File: src/rtl/pc_fetch_ctrl.sv
// Fetch controller: owns the PC, issues instruction-memory requests, holds the
// fetched word while decode stalls and applies redirects from next-PC logic.
module pc_fetch_ctrl #(
   parameter logic [31:0] RESET_PC = 32'h0000_3000
) (
   input  logic        clk,
   input  logic        reset,
   input  logic        stall,
   input  logic        redir_valid,
   input  logic [31:0] redir_target,
   output logic        imem_req,
   output logic [31:0] imem_addr,
   input  logic        imem_ready,
   input  logic [31:0] imem_rdata,
   output logic        instr_valid,
   output logic [31:0] instr,
   output logic [31:0] pc_out,
   output logic [31:0] pc4_out,
   output logic        misalign_err
);

   typedef enum logic [1:0] {StIdle, StReq, StHold} state_e;

   state_e      state_q;
   logic [31:0] fetch_pc_q;
   logic        pend_q;
   logic [31:0] pend_tgt_q;
   logic [31:0] instr_q;
   logic [31:0] pc_q;
   logic        valid_q;
   logic        misalign_q;

   logic        redir_ok;
   logic        redir_bad;
   logic        pend_now;
   logic [31:0] pend_tgt_now;

   always_comb begin
      redir_ok     = redir_valid && (redir_target[1:0] == 2'b00);
      redir_bad    = redir_valid && (redir_target[1:0] != 2'b00);
      // A redirect arriving in the same cycle as the response counts as
      // pending already, so that response is discarded too.
      pend_now     = pend_q || redir_ok;
      pend_tgt_now = redir_ok ? redir_target : pend_tgt_q;
   end

   always_ff @(posedge clk) begin
      if (!reset) begin
         state_q    <= StIdle;
         fetch_pc_q <= RESET_PC;
         pend_q     <= 1'b0;
         pend_tgt_q <= '0;
         instr_q    <= '0;
         pc_q       <= RESET_PC;
         valid_q    <= 1'b0;
         misalign_q <= 1'b0;
      end else begin
         misalign_q <= redir_bad;
         unique case (state_q)
            StIdle: begin
               if (redir_ok) begin
                  fetch_pc_q <= redir_target;
               end
               state_q <= StReq;
            end
            StReq: begin
               if (imem_ready) begin
                  if (pend_now) begin
                     fetch_pc_q <= pend_tgt_now;
                     pend_q     <= 1'b0;
                  end else begin
                     instr_q <= imem_rdata;
                     pc_q    <= fetch_pc_q;
                     valid_q <= 1'b1;
                     state_q <= StHold;
                  end
               end else if (redir_ok) begin
                  // Outstanding request must complete first; last redirect wins.
                  pend_q     <= 1'b1;
                  pend_tgt_q <= redir_target;
               end
            end
            StHold: begin
               if (redir_ok) begin
                  fetch_pc_q <= redir_target;
                  valid_q    <= 1'b0;
                  state_q    <= StReq;
               end else if (!stall) begin
                  fetch_pc_q <= pc_q + 32'd4;
                  valid_q    <= 1'b0;
                  state_q    <= StReq;
               end
            end
            default: state_q <= StIdle;
         endcase
      end
   end

   always_comb begin
      imem_req     = (state_q == StReq);
      imem_addr    = fetch_pc_q;
      instr_valid  = valid_q;
      instr        = instr_q;
      pc_out       = pc_q;
      pc4_out      = pc_q + 32'd4;
      misalign_err = misalign_q;
   end

endmodule

File: config.mk
export PLATFORM = sky130hd
export DESIGN_NAME = pc_fetch_ctrl
export DESIGN_NICKNAME = d
export VERILOG_FILES = /design/src/rtl/pc_fetch_ctrl.sv
export SDC_FILE = /design/constraint.sdc
export NUM_CORES = 1
export LEC_CHECK = 0
export CELL_PAD_IN_SITES_DETAIL_PLACEMENT = 1
export CELL_PAD_IN_SITES_GLOBAL_PLACEMENT = 1
export CORE_AREA = 3 3 137 139
export CTS_CLUSTER_SIZE = 40
export DETAILED_ROUTE_END_ITERATION = 10
export DIE_AREA = 0 0 140 142
export GPL_TIMING_DRIVEN = 0
export PLACE_DENSITY = 0.81
export SLEW_MARGIN = 20
export SYNTH_ARGS = -nofsm -noshare
export SYNTH_HDL_FRONTEND = slang
export SYNTH_SLANG_ARGS = --single-unit
File: constraint.sdc
create_clock -name clk -period 6.5 [get_ports clk]
set_clock_uncertainty 0.2 [all_clocks]
set_input_delay 1.3 -clock clk [delete_from_list [all_inputs] [get_ports clk]]
set_output_delay 1.3 -clock clk [all_outputs]
set_load 0.03 [all_outputs]
==> flow_metrics.py, run 1 <==
metrics = {
    "grt": {
        "grt_remaining_overflow": 0,
        "grt_start_max_net_pins": 17,
        "grt_pass1_vias": 7195,
        "gr-usage-all-layers_pct": 26.0,
        "grt_first_pass_wirelength_um": 41000,
        "grt_antenna_before_repair": 0,
    },
    "cts": {
        "post_cts_resize_count": 0,
        "clockBufferDepth": 2,
        "cts_tree": "built",
        "clock_network_latency_to_the_later_pin_of_the_worst_skew_pair_ns": 0.42,
        "ctsHoldBuffers": 0,
        "clkTransAtPathRegs_ns": 0.06,
        "cts.sinks": 133,
        "cts.repair_timing.setup_buffer_count": 0,
        "cts-buffers-inserted": 17,
        "cts.htree.levels": 4,
        "cts_root_buffer": "sky130_fd_sc_hd__clkbuf_16",
    },
    "worst_setup_path": {
        "cp_max_fo": 9,
        "worst_setup_path_end_kind": "output pin",
        "crit_arrival_ns": 3.29,
        "crit_path_start_kind": "flip-flop",
        "timing_worst_setup_path_type": "reg -> out",
        "critPathRequiredTime_ns": 5.00,
    },
    "floorplan": {
        "die_area_sq_um": 19900,
        "die_height_um": 142,
        "core.rowCount": 49,
        "die_width_um": 140,
        "effective_utilization_at_floorplan_pct": 35.7,
        "ioPinCount": 200,
        "design.core.area_sq_um": 17800,
    },
    "yosys": {
        "post_syn_area_per_cell_sq_um": 7.72,
        "main_combinational_cell_family_by_area_after_synthesis": "compound AO/OA/AOI/OAI gates",
        "synth.mux.area_fraction_pct": 0.807,
        "postSynth.asyncResetShare_pct": 0,
        "synthDominantCellAreaShare_pct": 41.9,
        "synth-adder-area-share_pct": 0.984,
        "post_synth_instance_area_sq_um": 6360,
        "synth_sequential_area_ratio_pct": 41.9,
        "yosys.area_share.xor_xnor_pct": 3.86,
        "synthCells": 823,
        "ys_top_cells_by_area": "sky130_fd_sc_hd__dfxtp_1, sky130_fd_sc_hd__nand2_1, sky130_fd_sc_hd__a21oi_1",
        "postSynthNetCount": 897,
        "synthesized_area_fraction_occupied_by_ao_oa_aoi_and_oai_cells_pct": 23.9,
        "yosys.area_share.simple_pct": 23.1,
        "synth-warning-count": 0,
        "post-synth-top-area-cell": "sky130_fd_sc_hd__dfxtp_1",
        "yosys_most_used_dff": "sky130_fd_sc_hd__dfxtp_1",
        "synth_enable_flop_cells": 0,
        "synth-seq-cells": 133,
        "synth_cell_types": 62,
    },
    "worst_hold_path": {
        "hold_class": "reg -> reg",
    },
    "routing": {
        "avgRoutedWirePerCell_um": 20.7,
        "drt-total-wl_um": 26500,
        "post_drt_via_cell_ratio": 5.61,
        "drcViolationCount": 0,
        "routed-via-count": 7184,
        "detail_route.iter0.violations": 495,
        "drtAntennaViolNets": 0,
        "dr.pass1.iters": 5,
    },
    "status": {
        "outcome": "completed",
    },
    "place": {
        "place.detailed.hpwl_um": 19500,
        "port_buffers": 199,
        "gpl.final_weighted_congestion": 0.902,
    },
    "timing": {
        "post-route-min-period_ns": 4.79,
        "achievable_clock_frequency_ghz": 0.209,
        "final.setup.tns_ns": 0,
        "timing.final.max_slew_violations": 0,
        "setup_viols_final": 0,
        "timing.slew.headroom_pct": 31.1,
        "post-route-period-util_pct": 73.8,
        "rsz_0062_raised_after_global_routing": "false",
        "tightest_slew_ns": 1.03,
        "report.final.hold_viol_count": 0,
    },
    "layout": {
        "filler_cell_count": 2177,
        "final_nets": 1115,
        "n_antenna_cell": 0,
        "layout-drive-gt1-share_pct": 4.66,
        "multiInputGateArea_sq_um": 3350,
        "area.growth.synth_to_final_pct": 44.9,
        "regArea_sq_um": 2660,
    },
    "power": {
        "p_total_mw": 2.62,
        "power.density_cell_area_nw_per_um2": 284,
        "worst_ir_drop_vdd_v": 0.000191,
        "power_leakage_nw": 3.17,
    },
    "job": {
        "drv_cap": 0,
    },
}
## critical path: stages (launching register included)
cell	delay, ns
sky130_fd_sc_hd__dfxtp_1	0.35
sky130_fd_sc_hd__clkbuf_1	0.35
sky130_fd_sc_hd__nand4_1	0.38
sky130_fd_sc_hd__nor4_1	0.54
sky130_fd_sc_hd__nand3_1	0.18
sky130_fd_sc_hd__xnor2_1	0.33
sky130_fd_sc_hd__clkdlybuf4s50_1	0.74
## registers in the layout, summed over array words and instances, names as in the netlist
name,cells
instr,32
instr_valid,1
pend_q,1
misalign_err,1
imem_addr,32
pend_tgt_q,32
state_q,2
pc_out,32
## where the power goes
group	leakage [nW]	switching [mW]	internal (mW)	total (mW)
clock network	0.285	0.354	0.608	0.962
logic	1.80	0.459	0.252	0.712
registers	1.08	0.0615	0.880	0.942
total	3.17	0.875	1.74	2.62
## layout by cell type (no fill, tap or decap), types with 4 or more instances in the layout
cell                              instances
sky130_fd_sc_hd__dfxtp_1                133
sky130_fd_sc_hd__clkbuf_8                 5
sky130_fd_sc_hd__a22o_1                  20
sky130_fd_sc_hd__nor2_1                  30
sky130_fd_sc_hd__clkdlybuf4s50_1        199
sky130_fd_sc_hd__xnor2_1                 24
sky130_fd_sc_hd__o211ai_1                 6
sky130_fd_sc_hd__o21ai_0                 40
sky130_fd_sc_hd__a221oi_1                17
sky130_fd_sc_hd__o2bb2ai_1               13
sky130_fd_sc_hd__a21oi_1                104
sky130_fd_sc_hd__clkbuf_1                56
sky130_fd_sc_hd__buf_2                   10
sky130_fd_sc_hd__and4_1                   6
sky130_fd_sc_hd__buf_1                    8
sky130_fd_sc_hd__nand2_1                213
sky130_fd_sc_hd__clkbuf_16               17
sky130_fd_sc_hd__o221ai_1                 4
sky130_fd_sc_hd__and3_1                   8
sky130_fd_sc_hd__mux2i_1                  4
sky130_fd_sc_hd__inv_1                   11
sky130_fd_sc_hd__a31oi_1                  4
sky130_fd_sc_hd__xor2_1                   4
sky130_fd_sc_hd__nand3_1                 25
sky130_fd_sc_hd__nor3_1                   6
sky130_fd_sc_hd__ha_1                     5
sky130_fd_sc_hd__nand4_1                 11
sky130_fd_sc_hd__o31ai_1                  5
sky130_fd_sc_hd__a211oi_1                 5
sky130_fd_sc_hd__nor4_1                   4
## worst paths after layout
| kind | cells past startpoint | from | to | slack (ns) |
|---|---|---|---|---|
| worst min-delay path | 2 | pend_tgt_q[28] | pend_tgt_q[28] | 0.25 |
| worst max-delay path | 6 | pc_out[18] | pc4_out[30] | 1.71 |
| worst max register to register | 8 | state_q[1] | imem_addr[16] | 3.39 |
| worst min register to register | 2 | pend_tgt_q[28] | pend_tgt_q[28] | 0.25 |
## per-stage QoR
stage / utilization (%) / cells / setup WS (ns) / cell area [sq um] / hold slack, ns
final: 51.8 / 1280 / 1.71 / 9210 / 0.252
after global routing: 51.8 / 1280 / 1.49 / 9210 / 0.268
after CTS: 51.8 / 1280 / 1.77 / 9210 / 0.254
after detailed placement: 48.6 / 1251 / 2.35 / 8630 / 0.247
after global placement: 48.6 / 1251 / 2.37 / 8630 / 0.240
after floorplan: - / 823 / 2.87 / 6360 / 0.233
## final cells by class
type | count | share of cell area [%]
multi-input combinational | 604 | 36.3
clock buffer | 25 | 5.49
tap | 229 | 3.11
sequential | 133 | 28.9
clock inverter | 4 | 0.761
inverter | 12 | 0.489
buffer | 74 | 3.27
timing repair buffer | 199 | 21.6
## metal layers
| metal | wire, um | vias up | GRT usage (%) | share of wire, % |
|---|---|---|---|---|
| met1 | 11300 | 3478 | 33.7 | 43 |
| met5 | 0 | - | 0 | 0 |
| met2 | 12400 | 322 | 43.0 | 47 |
| met4 | 652 | 0 | 8.52 | 2.5 |
| li1 | - | 3335 | - | - |
| met3 | 2070 | 49 | 6.25 | 7.8 |
## cells in the mapped netlist, types with 4 or more instances
library cell,count
sky130_fd_sc_hd__xor2_1,4
sky130_fd_sc_hd__nand2_1,213
sky130_fd_sc_hd__a211oi_1,5
sky130_fd_sc_hd__buf_2,10
sky130_fd_sc_hd__and3_1,8
sky130_fd_sc_hd__o2bb2ai_1,13
sky130_fd_sc_hd__nor2_1,30
sky130_fd_sc_hd__xnor2_1,24
sky130_fd_sc_hd__o21ai_0,40
sky130_fd_sc_hd__inv_1,11
sky130_fd_sc_hd__o31ai_1,5
sky130_fd_sc_hd__clkbuf_1,53
sky130_fd_sc_hd__ha_1,5
sky130_fd_sc_hd__a221oi_1,17
sky130_fd_sc_hd__o211ai_1,6
sky130_fd_sc_hd__a21oi_1,104
sky130_fd_sc_hd__and4_1,6
sky130_fd_sc_hd__a22o_1,20
sky130_fd_sc_hd__nand4_1,11
sky130_fd_sc_hd__nor4_1,4
sky130_fd_sc_hd__nand3_1,25
sky130_fd_sc_hd__a31oi_1,4
sky130_fd_sc_hd__buf_1,8
sky130_fd_sc_hd__o221ai_1,4
sky130_fd_sc_hd__nor3_1,6
sky130_fd_sc_hd__mux2i_1,4
sky130_fd_sc_hd__dfxtp_1,133
## kinds of logic (layout without fill, tap and decap cells)
group,count (synthesis),in the layout
AND/OR/NAND/NOR,327,327
AO/OA/AOI/OAI,239,239
flip-flops,133,133
buffers and inverters,86,314
XOR/XNOR,28,28
adder cells (fa/ha/maj),5,5
multiplexers,5,5
No activity file was read; power rests on OpenSTA's default activity.
==> run 2: changes to the inputs <==
- CORE_AREA: 3 3 137 139 -> 3 3 150 152
- DIE_AREA: 0 0 140 142 -> 0 0 153 155
- PLACE_DENSITY: 0.81 -> 0.72
- clock period: 6.5 -> 4.35 ns (I/O delays scaled with it)
==> run 2 against run 1 <==
  * Routed wire length up 3.1%
  * Core utilization shrank 8.2 points
  * Cell count rose by 3.8%
  * Clock power is 36% higher
  * Sequential power rose by 50%
  * Sequential cell count did not move
  * First-iteration DRC count is 5.1% lower
  * Largest power group is now registers
==> flow_metrics.py, run 2 (synthesized netlist as in run 1, its figures left out) <==
metrics = {
    "layout": {
        "area.growth.synth_to_final_pct": 45.2,
        "layout-drive-gt1-share_pct": 4.84,
        "regArea_sq_um": 2660,
        "postLayoutCellArea_sq_um": 9230,
        "final_nets": 1116,
        "multiInputGateArea_sq_um": 3350,
        "mostFrequentLayoutCell": "sky130_fd_sc_hd__nand2_1",
        "layout.cells.most_common_list": "sky130_fd_sc_hd__nand2_1, sky130_fd_sc_hd__clkdlybuf4s50_1, sky130_fd_sc_hd__dfxtp_1, sky130_fd_sc_hd__a21oi_1, sky130_fd_sc_hd__clkbuf_1",
        "filler_cell_count": 2556,
        "n_antenna_cell": 0,
    },
    "timing": {
        "rsz_0062_raised_after_global_routing": "false",
        "achievable_clock_frequency_ghz": 0.237,
        "setup_viols_final": 0,
        "post-route-min-period_ns": 4.22,
        "report.final.hold_viol_count": 0,
        "tightest_slew_ns": 1.19,
        "post-route-period-util_pct": 96.9,
        "final.setup.tns_ns": 0,
        "timing.slew.headroom_pct": 20.1,
        "timing.final.max_slew_violations": 0,
    },
    "worst_hold_path": {
        "worstHoldStart": "pend_tgt_q[4]",
        "hold_class": "reg -> reg",
    },
    "floorplan": {
        "die_width_um": 153,
        "design.core.area_sq_um": 21200,
        "ioPinCount": 200,
        "die_area_sq_um": 23700,
        "effective_utilization_at_floorplan_pct": 30.0,
        "die_height_um": 155,
        "core.rowCount": 53,
    },
    "power": {
        "internal_power_mw": 2.47,
        "power_leakage_nw": 3.17,
        "power.density_cell_area_nw_per_um2": 410,
        "switching_share_pct": 34.7,
        "power.share.combinational_pct": 28.2,
        "worst_ir_drop_vdd_v": 0.000308,
        "seqPwrFrac_pct": 37.2,
        "p_sw_mw": 1.31,
        "clkPwrFrac_pct": 34.6,
    },
    "worst_setup_path": {
        "crit_start": "pc_out[4]",
        "crit_arrival_ns": 3.15,
        "crit_path_start_kind": "flip-flop",
        "critPathRequiredTime_ns": 3.28,
        "worst_setup_path_end_kind": "output pin",
        "cp_max_fo": 10,
        "worst_r2r_startpoint": "state_q[0]",
        "timing_worst_setup_path_type": "reg -> out",
    },
    "cts": {
        "clkTransAtPathRegs_ns": 0.06,
        "ctsHoldBuffers": 0,
        "cts-buffers-inserted": 17,
        "clock_network_latency_to_the_later_pin_of_the_worst_skew_pair_ns": 0.43,
        "cts_root_buffer": "sky130_fd_sc_hd__clkbuf_16",
        "cts_tree": "built",
        "cts.sinks": 133,
        "clockBufferDepth": 2,
        "cts.htree.levels": 4,
    },
    "routing": {
        "drcViolationCount": 0,
        "drtAntennaViolNets": 0,
        "routed-via-count": 6981,
        "drt-total-wl_um": 27300,
        "detail_route.iter0.violations": 470,
        "post_drt_via_cell_ratio": 5.26,
        "avgRoutedWirePerCell_um": 20.5,
        "dr.pass1.iters": 5,
    },
    "grt": {
        "grt_pass1_vias": 7066,
        "grt_start_max_net_pins": 17,
        "grt_first_pass_wirelength_um": 41800,
        "grt_antenna_before_repair": 1,
        "grt_remaining_overflow": 0,
        "gr-usage-all-layers_pct": 22.4,
    },
    "status": {
        "outcome": "completed",
    },
    "job": {
        "drv_cap": 0,
    },
    "place": {
        "place.detailed.hpwl_um": 20100,
        "port_buffers": 199,
        "placed_cell_area_sq_um": 8690,
        "gpl.final_weighted_congestion": 0.873,
    },
}
## run 2: routing by layer
layer	wire length [um]	part of all wire (%)	GRT usage, %
met3	2100	7.7	6.68
met4	464	1.7	5.81
met5	13	0.048	0
met1	12300	45	29.6
met2	12400	46	36.1
## run 2: path summary, 6_finish.rpt
check,end,slack (ns),depth (start not counted)
max,pc4_out[29],0.13,7
max reg2reg,imem_addr[13],1.23,8
min,pend_tgt_q[4],0.25,2
min reg2reg,pend_tgt_q[4],0.25,2
## run 2: cell type report
class                   count  area share, %
plain buffers              74           3.27
clock buffers              25           5.37
clock inverters             5          0.271
inverters                  12          0.488
multi-input cells         604           36.3
flip-flops and latches    133           28.9
well taps                 275           3.73
repair buffers            200           21.7
## run 2: per-stage QoR
stage | utilization, % | cells | hold WS (ns) | power [mW] | setup WS, ns
after floorplan | - | 823 | 0.233 | 1.98 | 1.15
after global placement | 41.1 | 1297 | 0.240 | 2.48 | 0.625
after detailed placement | 41.1 | 1297 | 0.244 | 2.49 | 0.584
after CTS | 43.6 | 1327 | 0.251 | 3.81 | 0.154
after global routing | 43.6 | 1328 | 0.265 | 3.95 | 0.000714
final | 43.6 | 1328 | 0.251 | 3.78 | 0.135
## run 2: what timing repair did
item / 4_1_cts / 5_1_grt
resized for setup: 0 / 2
setup endpoints to repair: 0 / 4
buffers inserted: 0 / 1
## run 2: worst max-delay path, cell delays in order, from the launching register on
cell and delay (ns):
sky130_fd_sc_hd__dfxtp_1 0.49, sky130_fd_sc_hd__and4_1 0.24, sky130_fd_sc_hd__clkbuf_1 0.26, sky130_fd_sc_hd__and4_1 0.25, sky130_fd_sc_hd__buf_2 0.25, sky130_fd_sc_hd__nand3b_1 0.13
sky130_fd_sc_hd__xnor2_1 0.34, sky130_fd_sc_hd__clkdlybuf4s50_1 0.75
## run 2: power groups by stage
stage / Clock (mW) / Sequential, mW / Combinational [mW]
finish: 1.31 / 1.41 / 1.07
global route: 1.40 / 1.42 / 1.13
CTS: 1.33 / 1.41 / 1.07
detailed placement: 0 / 1.43 / 1.06
global placement: 0 / 1.43 / 1.05
floorplan: 0 / 1.58 / 0.406
